[src/rtl/fall_timer_if.sv]
// Handshake bundle between the gravity timer and the game logic.
// Inputs flow master -> slave; tick/state/period flow back.
interface fall_timer_if #(
    parameter int CNT_W   = 34,
    parameter int LEVEL_W = 4
);
    logic               en;
    logic               pause;
    logic               restart;
    logic [LEVEL_W-1:0] level;
    logic               soft_drop;
    logic               tick;
    logic [1:0]         state_o;
    logic [CNT_W-1:0]   period_o;

    modport master (
        output en, pause, restart, level, soft_drop,
        input  tick, state_o, period_o
    );

    modport slave (
        input  en, pause, restart, level, soft_drop,
        output tick, state_o, period_o
    );
endinterface

[src/rtl/fall_timer.sv]
// Gravity timer: one-cycle drop tick, period falling linearly with level.
// Optional soft-drop speed-up enabled by defining FALL_SOFT_DROP_EN.
module fall_timer #(
    parameter int     CNT_W       = 34,
    parameter int     LEVEL_W     = 4,
    parameter int     NUM_LEVELS  = 10,
    parameter longint BASE_PERIOD = 100_000_000,
    parameter longint STEP        = 9_000_000,
    parameter longint MIN_PERIOD  = 5_000_000,
    parameter int     SOFT_SHIFT  = 3
) (
    input  logic      clk,
    input  logic      rst_1plus,
    fall_timer_if.slave bus
);
    localparam int DW = CNT_W + LEVEL_W;
    localparam logic [LEVEL_W-1:0] LVL_MAX = LEVEL_W'(NUM_LEVELS - 1);
    localparam logic [DW-1:0] BASE_D = DW'(BASE_PERIOD);
    localparam logic [DW-1:0] STEP_D = DW'(STEP);
    localparam logic [DW-1:0] SPAN_D = DW'(BASE_PERIOD - MIN_PERIOD);
    localparam logic [CNT_W-1:0] MIN_C = CNT_W'(MIN_PERIOD);
    localparam logic [CNT_W-1:0] ONE_C = CNT_W'(1);

    typedef enum logic [1:0] {
        IDLE   = 2'b00,
        RUN    = 2'b01,
        PAUSED = 2'b10
    } state_t;

    state_t             state, state_n;
    logic [CNT_W-1:0]   cnt, cnt_n;
    logic [LEVEL_W-1:0] lvl_s;
    logic [DW-1:0]      dec;
    logic [CNT_W-1:0]   period, period_eff;
    logic               hit, tick;

    always_comb begin
        lvl_s  = (bus.level > LVL_MAX) ? LVL_MAX : bus.level;
        dec    = DW'(lvl_s) * STEP_D;
        period = (dec >= SPAN_D) ? MIN_C : CNT_W'(BASE_D - dec);
    end

`ifdef FALL_SOFT_DROP_EN
    logic [CNT_W-1:0] shifted;
    always_comb begin
        shifted    = period >> SOFT_SHIFT;
        period_eff = period;
        if (bus.soft_drop)
            period_eff = (shifted == '0) ? ONE_C : shifted;
    end
`else
    logic unused_soft;
    assign unused_soft = bus.soft_drop;
    assign period_eff  = period;
`endif

    // >= rather than == so a shortened period fires at once instead of wrapping
    assign hit = (cnt >= period_eff - ONE_C);

    always_ff @(posedge clk or posedge rst_1plus) begin
        if (rst_1plus) begin
            state <= IDLE;
            cnt   <= '0;
        end else begin
            state <= state_n;
            cnt   <= cnt_n;
        end
    end

    always_comb begin
        state_n = state;
        cnt_n   = cnt;
        tick    = 1'b0;
        if (!bus.en) begin
            state_n = IDLE;
            cnt_n   = '0;
        end else begin
            unique case (state)
                IDLE: begin
                    state_n = RUN;
                    cnt_n   = '0;
                end
                RUN: begin
                    if (bus.restart) begin
                        cnt_n = '0;
                    end else if (bus.pause) begin
                        state_n = PAUSED;
                    end else if (hit) begin
                        tick  = 1'b1;
                        cnt_n = '0;
                    end else begin
                        cnt_n = cnt + ONE_C;
                    end
                end
                PAUSED: begin
                    if (bus.restart)
                        cnt_n = '0;
                    if (!bus.pause)
                        state_n = RUN;
                end
                default: begin
                    state_n = IDLE;
                    cnt_n   = '0;
                end
            endcase
        end
    end

    assign bus.tick     = tick;
    assign bus.state_o  = state;
    assign bus.period_o = period_eff;
endmodule
[src/flat_wrapper.sv]
// flat-port wrapper written by rule: the top's interface ports become plain ports
module fall_timer_flat 
#(
    parameter int     CNT_W       = 34,
    parameter int     LEVEL_W     = 4,
    parameter int     NUM_LEVELS  = 10,
    parameter longint BASE_PERIOD = 100_000_000,
    parameter longint STEP        = 9_000_000,
    parameter longint MIN_PERIOD  = 5_000_000,
    parameter int     SOFT_SHIFT  = 3
)
  (clk, rst_1plus, bus_en, bus_pause, bus_restart, bus_level, bus_soft_drop, bus_tick, bus_state_o, bus_period_o);
  fall_timer_if #(.CNT_W(CNT_W), .LEVEL_W(LEVEL_W)) bus_i ();
  input  logic clk;
  input  logic rst_1plus;
  input wire logic [$bits(bus_i.en)-1:0] bus_en;
  input wire logic [$bits(bus_i.pause)-1:0] bus_pause;
  input wire logic [$bits(bus_i.restart)-1:0] bus_restart;
  input wire logic [$bits(bus_i.level)-1:0] bus_level;
  input wire logic [$bits(bus_i.soft_drop)-1:0] bus_soft_drop;
  output wire logic [$bits(bus_i.tick)-1:0] bus_tick;
  output wire logic [$bits(bus_i.state_o)-1:0] bus_state_o;
  output wire logic [$bits(bus_i.period_o)-1:0] bus_period_o;
  assign bus_i.en = bus_en;
  assign bus_i.pause = bus_pause;
  assign bus_i.restart = bus_restart;
  assign bus_i.level = bus_level;
  assign bus_i.soft_drop = bus_soft_drop;
  assign bus_tick = bus_i.tick;
  assign bus_state_o = bus_i.state_o;
  assign bus_period_o = bus_i.period_o;
  fall_timer #(.CNT_W(CNT_W), .LEVEL_W(LEVEL_W), .NUM_LEVELS(NUM_LEVELS), .BASE_PERIOD(BASE_PERIOD), .STEP(STEP), .MIN_PERIOD(MIN_PERIOD), .SOFT_SHIFT(SOFT_SHIFT)) u_core (.clk(clk), .rst_1plus(rst_1plus), .bus(bus_i));
endmodule
[config.mk]
export PLATFORM = sky130hd
export DESIGN_NAME = fall_timer_flat
export DESIGN_NICKNAME = d
export VERILOG_FILES = /design/src/rtl/fall_timer_if.sv /design/src/rtl/fall_timer.sv /design/src/flat_wrapper.sv
export SDC_FILE = /design/constraint.sdc
export NUM_CORES = 1
export LEC_CHECK = 0
export CORE_MARGIN = 2
export CORE_UTILIZATION = 40
export CTS_CLUSTER_SIZE = 16
export DETAILED_ROUTE_END_ITERATION = 10
export GPL_ROUTABILITY_DRIVEN = 0
export GPL_TIMING_DRIVEN = 1
export PLACE_DENSITY = 0.6
export SETUP_SLACK_MARGIN = 0.3
export SYNTH_ARGS = -nofsm -noshare
export SYNTH_HDL_FRONTEND = slang
export SYNTH_SLANG_ARGS = --single-unit
[constraint.sdc]
create_clock -name clk -period 7.5 [get_ports clk]
set_clock_uncertainty 0.1 [all_clocks]
set_input_delay 1.5 -clock clk [delete_from_list [all_inputs] [get_ports clk]]
set_output_delay 1.5 -clock clk [all_outputs]
set_load 0.01 [all_outputs]
== After elaboration in Yosys (flattened, before gate mapping) ==
Cells that the tools add are included.
Operators by class
  multiply operators: 1
  add/sub/neg operators: 3
  order comparisons: 3
  equal/unequal tests: 7
  muxes and demuxes: 18
  reductions and logical operators: 3
Operators by type and width (count)
  $mux 34: 6
  $pmux 34 s2: 1
  $add 34x1->34 const B: 1
  $ge 34x34->1: 1
  $sub 34x1->34 const B: 1
  $sub 27x28->29 const A: 1
  $ge 28x27->1 const B: 1
  $mul 4x18->22 const B: 1
  $ne 3x3->1 const B: 4
  $mux 2: 4
  $pmux 2 s3: 1
  $mux 1: 5
  $gt 4x4->1 const B: 1
  $mux 4: 1
  $ne 4x4->1 const B: 1
  $reduce_and 3->1: 1
  $eq 2x1->1 const B: 1
  $eq 2x2->1 const B: 1
  $logic_not 2->1: 1
  $reduce_and 2->1: 1
Storage, ports and cells
  output and inout bits: 37
  input bits: 10
  flip-flop bits (word level): 36

== Longest topological paths before layout ==
  depth in word-level cells: 12
  gate-level depth with buffers: 23
  mapped depth without buffers: 21

== Least setup slack after synthesis ==
Ideal clock, no wire load.
  path kind: input -> output
  start point: in bus_level[3]
  end point: out bus_tick
  path slack: -23 ps
  path buffers: 5
  stages on the path: 22
  data required time: 5900 ps
  arrival time: 5923 ps
  cell sequence: buf_4 -> o21a_1 -> nor2_1 -> inv_1 -> fa_1 -> ha_1 -> buf_6 -> a31oi_1 -> o21ai_0 -> and4_1 -> clkbuf_1 -> nor3_1 -> xor2_1 -> ha_1 -> nand4_1 -> nor2_1 -> a221oi_1 -> o221ai_1 -> nand2_1 -> buf_2 -> buf_1 -> a31oi_1
Between the ends
  longest elaborated chain between the ends: 12
Ends and longest elaborated chain
  from (decl): RTL line flat_wrapper.sv:19  | input wire logic [$bits(bus_i.level)-1:0] bus_level;
  $gt 4x4->1: RTL line fall_timer.sv:38  | lvl_s = (bus.level > LVL_MAX) ? LVL_MAX : bus.level;
  $mux 4 *: RTL line fall_timer.sv:38
  $mul 4x18->22 *: RTL line fall_timer.sv:39  | dec = DW'(lvl_s) * STEP_D;
  $sub 27x28->29 / $ge 28x27->1 (equally long branches): RTL line fall_timer.sv:40  | period = (dec >= SPAN_D) ? MIN_C : CNT_W'(BASE_D - dec);
  $mux 34 *: RTL line fall_timer.sv:40
  via bus_period_o[17]: RTL line flat_wrapper.sv:23  | output wire logic [$bits(bus_i.period_o)-1:0] bus_period_o;
  $sub 34x1->34 *: RTL line fall_timer.sv:58  | assign hit = (cnt >= period_eff - ONE_C);
  $ge 34x34->1 *: RTL line fall_timer.sv:58
  $mux 1 *: RTL line fall_timer.sv:88  | end else if (hit) begin
  $mux 1 *: RTL line fall_timer.sv:86  | end else if (bus.pause) begin
  $mux 1 *: RTL line fall_timer.sv:84  | if (bus.restart) begin
  $mux 1 *: RTL line fall_timer.sv:78  | unique case (state)
  $mux 1 *: RTL line fall_timer.sv:74  | if (!bus.en) begin
  to (decl): RTL line flat_wrapper.sv:21  | output wire logic [$bits(bus_i.tick)-1:0] bus_tick;
The timed path passes the listed nets; every way through them passes the cells marked *.

== Final worst setup path ==
  start point: in bus_level[2]
  end point: out bus_tick
Between the ends
  longest elaborated chain between the ends: 12
Ends and longest elaborated chain (RTL line)
  $gt 4x4->1: fall_timer.sv:38
  $mux 4 *: fall_timer.sv:38
  $mul 4x18->22 *: fall_timer.sv:39
  $sub 27x28->29 / $ge 28x27->1 (equally long branches): fall_timer.sv:40
  $mux 34 *: fall_timer.sv:40
  $sub 34x1->34 *: fall_timer.sv:58
  $ge 34x34->1 *: fall_timer.sv:58
  $mux 1 *: fall_timer.sv:88
  $mux 1 *: fall_timer.sv:86
  $mux 1 *: fall_timer.sv:84
  $mux 1 *: fall_timer.sv:78
  $mux 1 *: fall_timer.sv:74
Every way passes the cells marked *; elsewhere a longest branch is shown, timed or not.

==> out/qor.txt <==
# setup viols final: 0
TritonCTS Buffers: 5
Hold Vio Cnt, Final: 0
DP Area: 4950 sq um
Via count: 3930
CP Max Fanout: 8
Crit path required time: 5.90 ns
Min-delay worst type: flip-flop to flip-flop
Worst skew pair latency: 0.29 ns
DR top layer: met4
Die area: 10700 sq um
Max-slew violations: 0
R2R setup slack: 4.33 ns
Routed wl met2: 5010 um
Final worst path period need: 6.98 ns
Die W: 103 um
Antenna viol nets, final: 0
Critical path class: input pin to output pin
Number of I/O pins: 47
Clk slew on worst S/H paths: 0.06 ns
Mapped Area: 3960 sq um
DRT iter0 DRCs: 168
Post-layout util: 55.2%
# DRC: 0
Startpoint types: input pin
Vias in the first global route: 3599
Starting Density: 40.9%
Clk network pwr share: 18.0%
Synthesized area per cell: 8.11 sq um
Pin count of the biggest net entering global routing: 37
Core ar.: 9680 sq um
Post-synthesis sequential area ratio: 22.8%
Hold WS: 0.445 ns
Relative slew slack: 42.2%
Total GRT Usage: 20.7%
Synthesis-to-finish area growth: 35.1%
Setup_tns: 0 ns
Status: completed
Peak VDD IR: 0.000106 V
WL per Instance: 14.5 um
DIE HEIGHT: 103 um
Number of max-cap violations: 0
Crit path to: bus_tick
Gate Count Post-Synth: 488
Number of flops mapped to enable cells by yosys: 0
Clk buf depth: 2
CTS tree: done
Worst-Margin Slew: 0.865 ns
Prevailing post-synth register cell: dfrtp_1
Commonest non-fill, non-tap cell in the layout: buf_4
Ant. Diodes: 0
Fillers: 893
Synth cell types: 68
P_sw: 0.000263 W
Wl on met1: 5230 um
First-pass GRT wire length: 17500 um
RSZ-0062 raised after global routing: false
Number of synthesized register bits: 36
Final instance area: 5350 sq um
Pwr Density: 137 nW/um^2
First element of the critical path: bus_level[2]
Worst r2r dst: u_core.cnt[24]$_DFFE_PP0P_
Port Buffers: 32
Layout Nets: 657
FFs w/ async S/R, synth: 100%
Setup crit end kind: output pin
Met3 wire len: 329 um
DR pass1 iterations: 4
CP arrival: 5.38 ns
Vias per cell: 5.32
Final Cycle Share: 93.0%
Internal power: 0.000471 W
Sw Share: 35.8%
Register share of total power: 26.7%
Row count: 36
R2R depth: 10
FMAX: 0.143 GHz
H-tree depth: 2
Worst r2r src: u_core.cnt[15]$_DFFE_PP0P_
Final HPWL DP: 7840 um
Leakage: 2.39 nW
Global route overflow: 0
Layout cells sized above 1: 26.2%
Root Driver: clkbuf_8
Most frequent cells in the layout: buf_4 (90), nand2_1 (56), dfrtp_1 (36), ha_1 (35), nand3_1 (29)
Ys Warns: 0
TritonCTS Sinks: 36
Combinational power share: 55.3%
Placed cell count: 720
Fin cells: 739
Routed WL: 10700 um
Initial antenna violation count: 0
[registers in the layout (all words and copies together) (netlist names)]
name and flops:
u_core.cnt 34, u_core.bus.state_o 2
[power by group through the flow]
stage / Combinational, W / Clock (W) / Sequential (W)
6_report: 0.000406 / 0.000132 / 0.000196
2_1_floorplan: 0.000190 / 0 / 0.000200
4_1_cts: 0.000375 / 0.000140 / 0.000196
3_3_place_gp: 0.000339 / 0 / 0.000199
5_1_grt: 0.000442 / 0.000147 / 0.000196
3_5_place_dp: 0.000346 / 0 / 0.000199
[critical path, stage by stage]
cell	delay, ns
clkbuf_2	0.12
o21a_1	0.20
nor2_2	0.13
inv_2	0.07
fa_2	0.45
buf_4	0.19
a31oi_2	0.23
buf_4	0.17
xor2_1	0.39
o21a_1	0.27
o21ai_2	0.12
or4_4	0.44
o21ai_4	0.16
ha_4	0.16
nand2_2	0.05
o211ai_1	0.20
o211ai_1	0.15
a31oi_1	0.20
buf_2	0.16
[how the worst min path moves through the flow]
stage	from	end	slack (ns)	cells after the start
detailed placement	u_core.cnt[33]$_DFFE_PP0P_	u_core.cnt[33]$_DFFE_PP0P_	0.43	2
finish	u_core.cnt[1]$_DFFE_PP0P_	u_core.cnt[1]$_DFFE_PP0P_	0.44	1
global placement	u_core.cnt[33]$_DFFE_PP0P_	u_core.cnt[33]$_DFFE_PP0P_	0.41	2
floorplan	u_core.cnt[33]$_DFFE_PP0P_	u_core.cnt[33]$_DFFE_PP0P_	0.39	2
CTS	u_core.cnt[33]$_DFFE_PP0P_	u_core.cnt[33]$_DFFE_PP0P_	0.44	2
global route	u_core.cnt[1]$_DFFE_PP0P_	u_core.cnt[1]$_DFFE_PP0P_	0.47	1
[cells in the mapped netlist, drive strengths merged (3+ instances only)]
| library cell | count | share of area (%) |
|---|---|---|
| nand2 | 59 | 5.6 |
| ha | 40 | 13 |
| dfrtp | 36 | 23 |
| nand3 | 31 | 4.0 |
| nor2 | 28 | 2.7 |
| o21ai | 28 | 3.6 |
| xnor2 | 23 | 5.1 |
| buf | 21 | 3.6 |
| nand4 | 21 | 3.3 |
| xor2 | 19 | 4.4 |
| a21oi | 16 | 2.0 |
| and3 | 15 | 2.4 |
| a31oi | 14 | 2.2 |
| clkbuf | 12 | 1.2 |
| a21o | 11 | 2.1 |
| inv | 11 | 1.0 |
| o211ai | 9 | 1.7 |
| nand2b | 7 | 1.3 |
| nor3 | 7 | 0.89 |
| mux2i | 6 | 1.5 |
| nor4 | 6 | 1.5 |
| o21a | 6 | 1.1 |
| or2 | 6 | 1.0 |
| and2 | 5 | 0.79 |
| and4 | 5 | 1.1 |
| nor2b | 5 | 0.79 |
| nor3b | 5 | 1.4 |
| nand3b | 3 | 0.57 |
[stage by stage]
step	worst slack (ns)	total power, W
2_1_floorplan	0.360	0.000389
4_1_cts	0.368	0.000710
6_report	0.523	0.000733
3_5_place_dp	-0.516	0.000545
3_3_place_gp	-0.485	0.000539
5_1_grt	0.249	0.000785
[what timing repair did]
action	CTS	global route
gates cloned	0	0
pin swaps	17	27
hold buffers	0	0
buffers inserted	6	6
setup endpoints to repair	1	1
gates resized for setup	35	28
hold endpoints to repair	0	0
[area by class of cell]
type | count | area [sq um] | area share (%)
multi-input cells | 428 | 3160 | 59.1
clock inverters | 1 | 5.00 | 0.0936
repair buffers | 124 | 1000 | 18.7
clock buffers | 6 | 72.6 | 1.36
inverters | 11 | 41.3 | 0.772
flip-flops and latches | 36 | 901 | 16.8
well taps | 133 | 166 | 3.11
[routing by layer]
metal | global-route usage (%) | vias to the layer above
met5 | 0 | -
met4 | 4.86 | 0
met2 | 33.1 | 67
li1 | - | 1984
met1 | 30.0 | 1868
met3 | 2.49 | 11
[cells by family after synthesis]
logic type               share of synthesized area [%]
flip-flops                                        22.8
buffers and inverters                             5.82
multiplexers                                      1.80
other                                            0.190
AO/OA/AOI/OAI                                     17.6
adder cells (fa/ha/maj)                           13.2
AND/OR/NAND/NOR                                   29.1
XOR/XNOR                                          9.48
(Power assumes the default switching activity.)
